==> src/rtl/ram_arbiter.sv <==
// Two-requester front end for a single-port synchronous RAM: requester 0 has priority,
// requester 1 is guaranteed a grant after MAX_BURST contested requester-0 grants.
module ram_arbiter #(
    parameter int ADDRESS_WIDTH = 16,
    parameter int DATA_WIDTH    = 8,
    parameter int MAX_BURST     = 4
) (
    input  logic                     clock,
    input  logic                     reset,
    input  logic                     req0,
    input  logic                     req1,
    input  logic                     write0,
    input  logic                     write1,
    input  logic [ADDRESS_WIDTH-1:0] address0,
    input  logic [ADDRESS_WIDTH-1:0] address1,
    input  logic [DATA_WIDTH-1:0]    data0,
    input  logic [DATA_WIDTH-1:0]    data1,
    output logic                     ack0,
    output logic                     ack1,
    output logic                     valid0,
    output logic                     valid1,
    output logic [DATA_WIDTH-1:0]    read_data0,
    output logic [DATA_WIDTH-1:0]    read_data1,
    output logic                     ram_read_enable,
    output logic                     ram_write_enable,
    output logic [ADDRESS_WIDTH-1:0] ram_address,
    output logic [DATA_WIDTH-1:0]    ram_write_data,
    input  logic [DATA_WIDTH-1:0]    ram_read_data
);

    localparam int COUNT_W = $clog2(MAX_BURST + 1);
    localparam logic [COUNT_W-1:0] COUNT_MAX = COUNT_W'(MAX_BURST);

    logic [COUNT_W-1:0] starve_count;
    logic [COUNT_W-1:0] starve_next;
    logic               grant0;
    logic               grant1;
    logic               grant;
    logic               win_write;
    logic               issue_read;
    logic               read_pending_p1;
    logic               read_tag_p1;

    // Saturating increment keeps the counter from ever passing MAX_BURST.
    function automatic logic [COUNT_W-1:0] sat_inc(input logic [COUNT_W-1:0] value);
        logic [COUNT_W-1:0] result;
        result = value;
        if (value != COUNT_MAX) begin
            result = value + 1'b1;
        end
        return result;
    endfunction

    // Stage p0: combinational grant and RAM command mux.
    always_comb begin
        grant0 = 1'b0;
        grant1 = 1'b0;
        if (req0 && req1) begin
            if (starve_count == COUNT_MAX) begin
                grant1 = 1'b1;
            end else begin
                grant0 = 1'b1;
            end
        end else if (req0) begin
            grant0 = 1'b1;
        end else if (req1) begin
            grant1 = 1'b1;
        end
    end

    assign grant            = grant0 | grant1;
    assign win_write        = grant1 ? write1 : write0;
    assign issue_read       = grant && !win_write;
    assign ack0             = grant0;
    assign ack1             = grant1;
    assign ram_address      = grant1 ? address1 : address0;
    assign ram_write_data   = grant1 ? data1 : data0;
    assign ram_write_enable = grant && win_write;
    assign ram_read_enable  = issue_read;

    always_comb begin
        starve_next = starve_count;
        if (grant1 || !req1) begin
            starve_next = '0;
        end else if (grant0) begin
            starve_next = sat_inc(starve_count);
        end
    end

    always_ff @(posedge clock or posedge reset) begin
        if (reset) begin
            starve_count <= '0;
        end else begin
            starve_count <= starve_next;
        end
    end

    // Stage p1: read response returns one cycle after issue, tagged with its requester.
    always_ff @(posedge clock or posedge reset) begin
        if (reset) begin
            read_pending_p1 <= 1'b0;
            read_tag_p1     <= 1'b0;
        end else begin
            read_pending_p1 <= issue_read;
            if (issue_read) begin
                read_tag_p1 <= grant1;
            end
        end
    end

    assign valid0     = read_pending_p1 && !read_tag_p1;
    assign valid1     = read_pending_p1 && read_tag_p1;
    assign read_data0 = ram_read_data;
    assign read_data1 = ram_read_data;

endmodule

==> config.mk <==
export PLATFORM = sky130hd
export DESIGN_NAME = ram_arbiter
export DESIGN_NICKNAME = d
export VERILOG_FILES = /design/src/rtl/ram_arbiter.sv
export SDC_FILE = /design/constraint.sdc
export NUM_CORES = 1
export LEC_CHECK = 0
export ABC_AREA = 1
export CAP_MARGIN = 20
export CORE_UTILIZATION = 24
export DETAILED_ROUTE_END_ITERATION = 8
export GPL_ROUTABILITY_DRIVEN = 0
export PLACE_DENSITY = 0.81
export SETUP_SLACK_MARGIN = 0.3
export SLEW_MARGIN = 5
export SYNTH_ARGS = -nofsm -noshare
export SYNTH_HDL_FRONTEND = slang
export SYNTH_SLANG_ARGS = --single-unit
==> constraint.sdc <==
create_clock -name clock -period 1.8 [get_ports clock]
set_clock_uncertainty 0.15 [all_clocks]
set_input_delay 0.36 -clock clock [delete_from_list [all_inputs] [get_ports clock]]
set_output_delay 0.36 -clock clock [all_outputs]
set_load 0.02 [all_outputs]
Yosys cells after proc, flatten, opt, wreduce, memory -nomap -nowiden:

Cells that the tools add are included.
W data, S select, Z words.

* add/subtract/negate cells: 1
* equality and inequality tests: 2
* muxes and demuxes: 13
* bitwise operators: 1
* reductions and logical operators: 12

Operators with widths (number)
* $mux W16: 1
* $mux W3: 3
* $mux W1: 8
* $mux W8: 1
* $logic_and A1 B1 Y1: 5
* $reduce_bool A2 Y1: 2
* $add A3 B1 Y3 const B: 1
* $eq A3 B3 Y1 const B: 1
* $logic_not A1 Y1: 3
* $ne A3 B3 Y1 const B: 1
* $reduce_and A2 Y1: 1
* $logic_or A1 B1 Y1: 1
* $or A1 B1 Y1: 1

* register bits: 5
* output and inout bits: 46

Depth between registers and ports, before layout:

* depth after elaboration: 6
* mapped depth: 9
* depth with buffers taken out: 9

Worst setup path after synthesis:

OpenSTA, ideal clock, no wires.

* kind: register to output
* start point: reg starve_count[0]
* end point: out ram_write_enable
* data arrival time: 1.454 ns
* data required time: 1.290 ns
* slack: -0.164 ns
* stages on the path, launching flop included: 7
* path buffers: 0
* cell sequence: dfrtp_1 > inv_1 > ha_1 > nand2_2 > a21oi_4 > nand2_1 > a21boi_0

* longest elaborated chain between the ends: 5
* elaborated cells on any way between the ends: 8
* those cells by class: eq/ne (1); mux (5); bitwise (1); reduce/logical (1)

RTL lines
* start: declaration: RTL line 34 `logic [COUNT_W-1:0] starve_count;`
* start signal: assignment: RTL line 94 `starve_count <= starve_next;`
* $eq A3 B3 Y1 *: RTL line 59 `if (starve_count == COUNT_MAX) begin`
* $mux W1: RTL line 59
* $mux W1: RTL line 58 `if (req0 && req1) begin`
* $or A1 B1 Y1 or $mux W1 (tied branches): RTL line 71, 72
* $logic_and A1 B1 Y1 *: RTL line 78 `assign ram_write_enable = grant && win_write;`
* end: declaration: RTL line 25 `output logic ram_write_enable,`

Mark *: on every way between the ends. The rest lies on a longest branch, timed or not.

Final worst setup path:

* start point: reg starve_count[0]
* end point: out ram_address[15]

* longest elaborated chain between the ends: 4

RTL lines
* $eq A3 B3 Y1: RTL line 59
* $mux W1: RTL line 59
* $mux W1: RTL line 58
* $mux W16: RTL line 76 `assign ram_address = grant1 ? address1 : address0;`
* end: declaration: RTL line 26 `output logic [ADDRESS_WIDTH-1:0] ram_address,`

No other way between the ends.

==> metrics.cfg <==
[flow_run]
cap_violations = 0

[placement]
port_buffers = 83
hpwlAfterDp_mm = 2.073
place_area_sq_um = 1668

[clocking]
hold_buffers = 0
cts_tree = built
cts_root_buf = clkbuf_4
insertion_delay_ns = 0.24
clkSlewWorstSetupHoldPaths_ns = 0.04
htree_levels = 1
cts_sinks = 5
cts-buffers-inserted = 3
clockBufferDepth = 2

[route]
detail_route.drc_violations = 0
finalWirelength_mm = 2.794
drt_first_iter_violations = 27
vias_per_cell = 4.271
firstDrtPassIters = 2
vias = 1119
antenna_left = 0
wl_per_cell_um = 10.66

[global_route]
grt_usage_pct = 16.92
antenna_found_initial = 0
grt_pass1_vias = 1058
grt_max_degree = 17
grt_first_pass_wirelength_mm = 4.505
grt-ovfl-total = 0

[setup_path]
required_ns = 1.29
worstSetupPathType = register to output port
crit_path_end_kind = output port
startpoint_type = register
r2r_slack_ns = 0.36
worst-path-max-fanout = 11
path_cells = inv_1, ha_1, nand2_2, a21oi_4, buf_12, buf_16, nand2_1, nand2_2, buf_6
slowest_stage = dfrtp_1
path_common_cell = nand2_2
cp_slowest_stage_delay_ns = 0.36
arrival_ns = 1.58

[sta]
setup_slack_ns = -0.2901
finalCriticalPeriod_ns = 2.090
rsz0062_at_grt = yes
fmax_ghz = 0.4784
worst_pin_slew_ns = 0.1965
slew_viol_final = 0
slew_headroom_pct = 86.89
tns_ns = -7.183
finalCritPeriodShare_pct = 116.1
setup_violations = 28
hold_violations = 0

[synthesis]
synthSimpleGateAreaFrac_pct = 48.70
synth_mux_area_share_pct = 0
synth.area.top_cells = nand2_1 (27%), buf_4 (19%), nand3_1 (17%)
ys_ff_latch = 5
syn-cell-area_sq_um = 768.2
syn_area_per_cell_sq_um = 5.691
yosys_warnings = 0
ys_types = 13
netlist_instances = 135
synth.top_cell.area_share_pct = 27.36
synth_top_family_by_area = simple AND/OR/NAND/NOR gates
yosys.area_share.adder_pct = 3.257
synthesis.nets = 199
synth_top_area_cell = nand2_1
synth_compound_area_share_pct = 3.746
synth_xor_xnor_area_share_pct = 1.140
ys_seq_area_share_pct = 16.29

[pwr]
leakage_uw = 0.0009455
powerDensity_nw_per_um2 = 383.2
p_seq_share_pct = 17.3
peakVddDrop_v = 0.0004528
p_switching_uw = 243.7
clock_power_share_pct = 17.8
comb_power_share_pct = 64.9
swShare_pct = 34.23
p_int_uw = 468.2

[floorplanning]
core_sq_um = 3053
fp.dieH_um = 58.58
ios = 108
row_count = 20
dieArea_sq_um = 3431
initial_core_util_pct = 25.16
die_width_um = 58.58

[cells_and_area]
drive_gt1_share_pct = 40.37
fin_util_pct = 60.86
fillers = 290
fin_nets = 283
synthToLayoutAreaGrowth_pct = 141.9
antenna_cells = 0
final_cell_area_sq_um = 1858

[run_status]
violations = setup timing
outcome = finished with violations

[worst_hold_path]
hp-class = input pin to asynchronous set/reset pin

[flip-flops by register name (all words and copies together), names as in the netlist]
name             flops
starve_count         3
read_pending_p1      1
read_tag_p1          1
[cells in the final DEF (no fill, tap or decap)]
master           count
buf_6               27
ha_1                 2
buf_2                5
a21boi_4             1
buf_8                1
clkbuf_4             3
clkbuf_1             1
a21oi_4              1
buf_4               10
inv_2                2
nand2_4              1
nand3_1             21
o21ai_1              1
buf_12               3
dlygate4sd2_1        2
clkdlybuf4s50_1     51
nor2_1               4
inv_1               11
dfrtp_1              5
nand2_2             27
nand3_2              5
nand2_1             31
xnor2_1              1
buf_16               2
[metrics by stage]
| stage | setup WS, ns | std cells | hold WS (ns) | total power (uW) |
|---|---|---|---|---|
| after CTS | -0.3029 | 261 | 0.1750 | 719.1 |
| after floorplan | 0.04454 | 135 | -0.01148 | 357.2 |
| final | -0.2901 | 262 | 0.1703 | 711.9 |
| after detailed placement | -0.7549 | 250 | 0.3369 | 553.9 |
| after global placement | -0.7519 | 250 | 0.3309 | 549.9 |
| after global routing | -0.3889 | 262 | 0.2192 | 754.0 |
[synth_stat cells]
cell / count
a21boi_0: 1
a21oi_4: 1
buf_2: 3
buf_4: 19
dfrtp_1: 5
ha_1: 2
inv_1: 13
nand2_1: 56
nand2_2: 3
nand3_1: 26
nor2_1: 4
o21ai_0: 1
xnor2_1: 1
[timing repair]
action,4_1_cts,5_1_grt
setup buffers,4,1
resized for setup,188,1
cloned,3,0
pin swaps,3,1
endpoints found under the setup margin,30,29
[worst paths after layout]
path	from	end	depth (start not counted)
setup reg to reg	starve_count[0]	read_tag_p1	9
max in group asynchronous	reset	starve_count[2]	2
hold reg to reg	read_tag_p1	read_tag_p1	2
setup / recovery	starve_count[0]	ram_address[15]	9
hold / removal	reset	read_pending_p1	2
min in group clock	read_tag_p1	read_tag_p1	2
[power groups by stage]
stage                     combinational (uW)  sequential, uW  clock, uW
final                                    462             123        127
after floorplan                          233             124          0
after global routing                     494             124        136
after global placement                   426             124          0
after detailed placement                 429             125          0
after CTS                                465             123        131
[kinds of logic (layout without fill, tap and decap cells)]
| family | after synthesis | in the layout |
|---|---|---|
| and+or+nand+nor | 89 | 89 |
| buffers and inverters | 35 | 118 |
| DFF | 5 | 5 |
| AOI/OAI and AO/OA | 3 | 3 |
| adders and majority gates | 2 | 2 |
| xor gates and xnor gates | 1 | 1 |
[layout make-up]
cell class	count	area, sq um	area share (%)
inverter	13	48.80	2.626
timing repair buffer	101	1062	57.17
multi-input combinational	95	540.5	29.09
tap	44	55.05	2.963
clock buffer	4	26.28	1.414
sequential	5	125.1	6.734
[critical path: cells and delay by family (launching register included)]
| kind | cells | cell delay (ns) |
|---|---|---|
| AO/OA/AOI/OAI | 1 | 0.18 |
| flip-flops | 1 | 0.36 |
| adder cells (fa/ha/maj) | 1 | 0.15 |
| buffers and inverters | 4 | 0.43 |
| AND/OR/NAND/NOR | 3 | 0.20 |
[routing by layer]
layer | global-route usage [%] | share of wire [%]
met1 | 20.45 | 41
met2 | 30.05 | 50
met3 | 4.176 | 8.9
met4 | 4.082 | 0.29
met5 | 0 | 0
No activity file was read; power rests on OpenSTA's default activity.
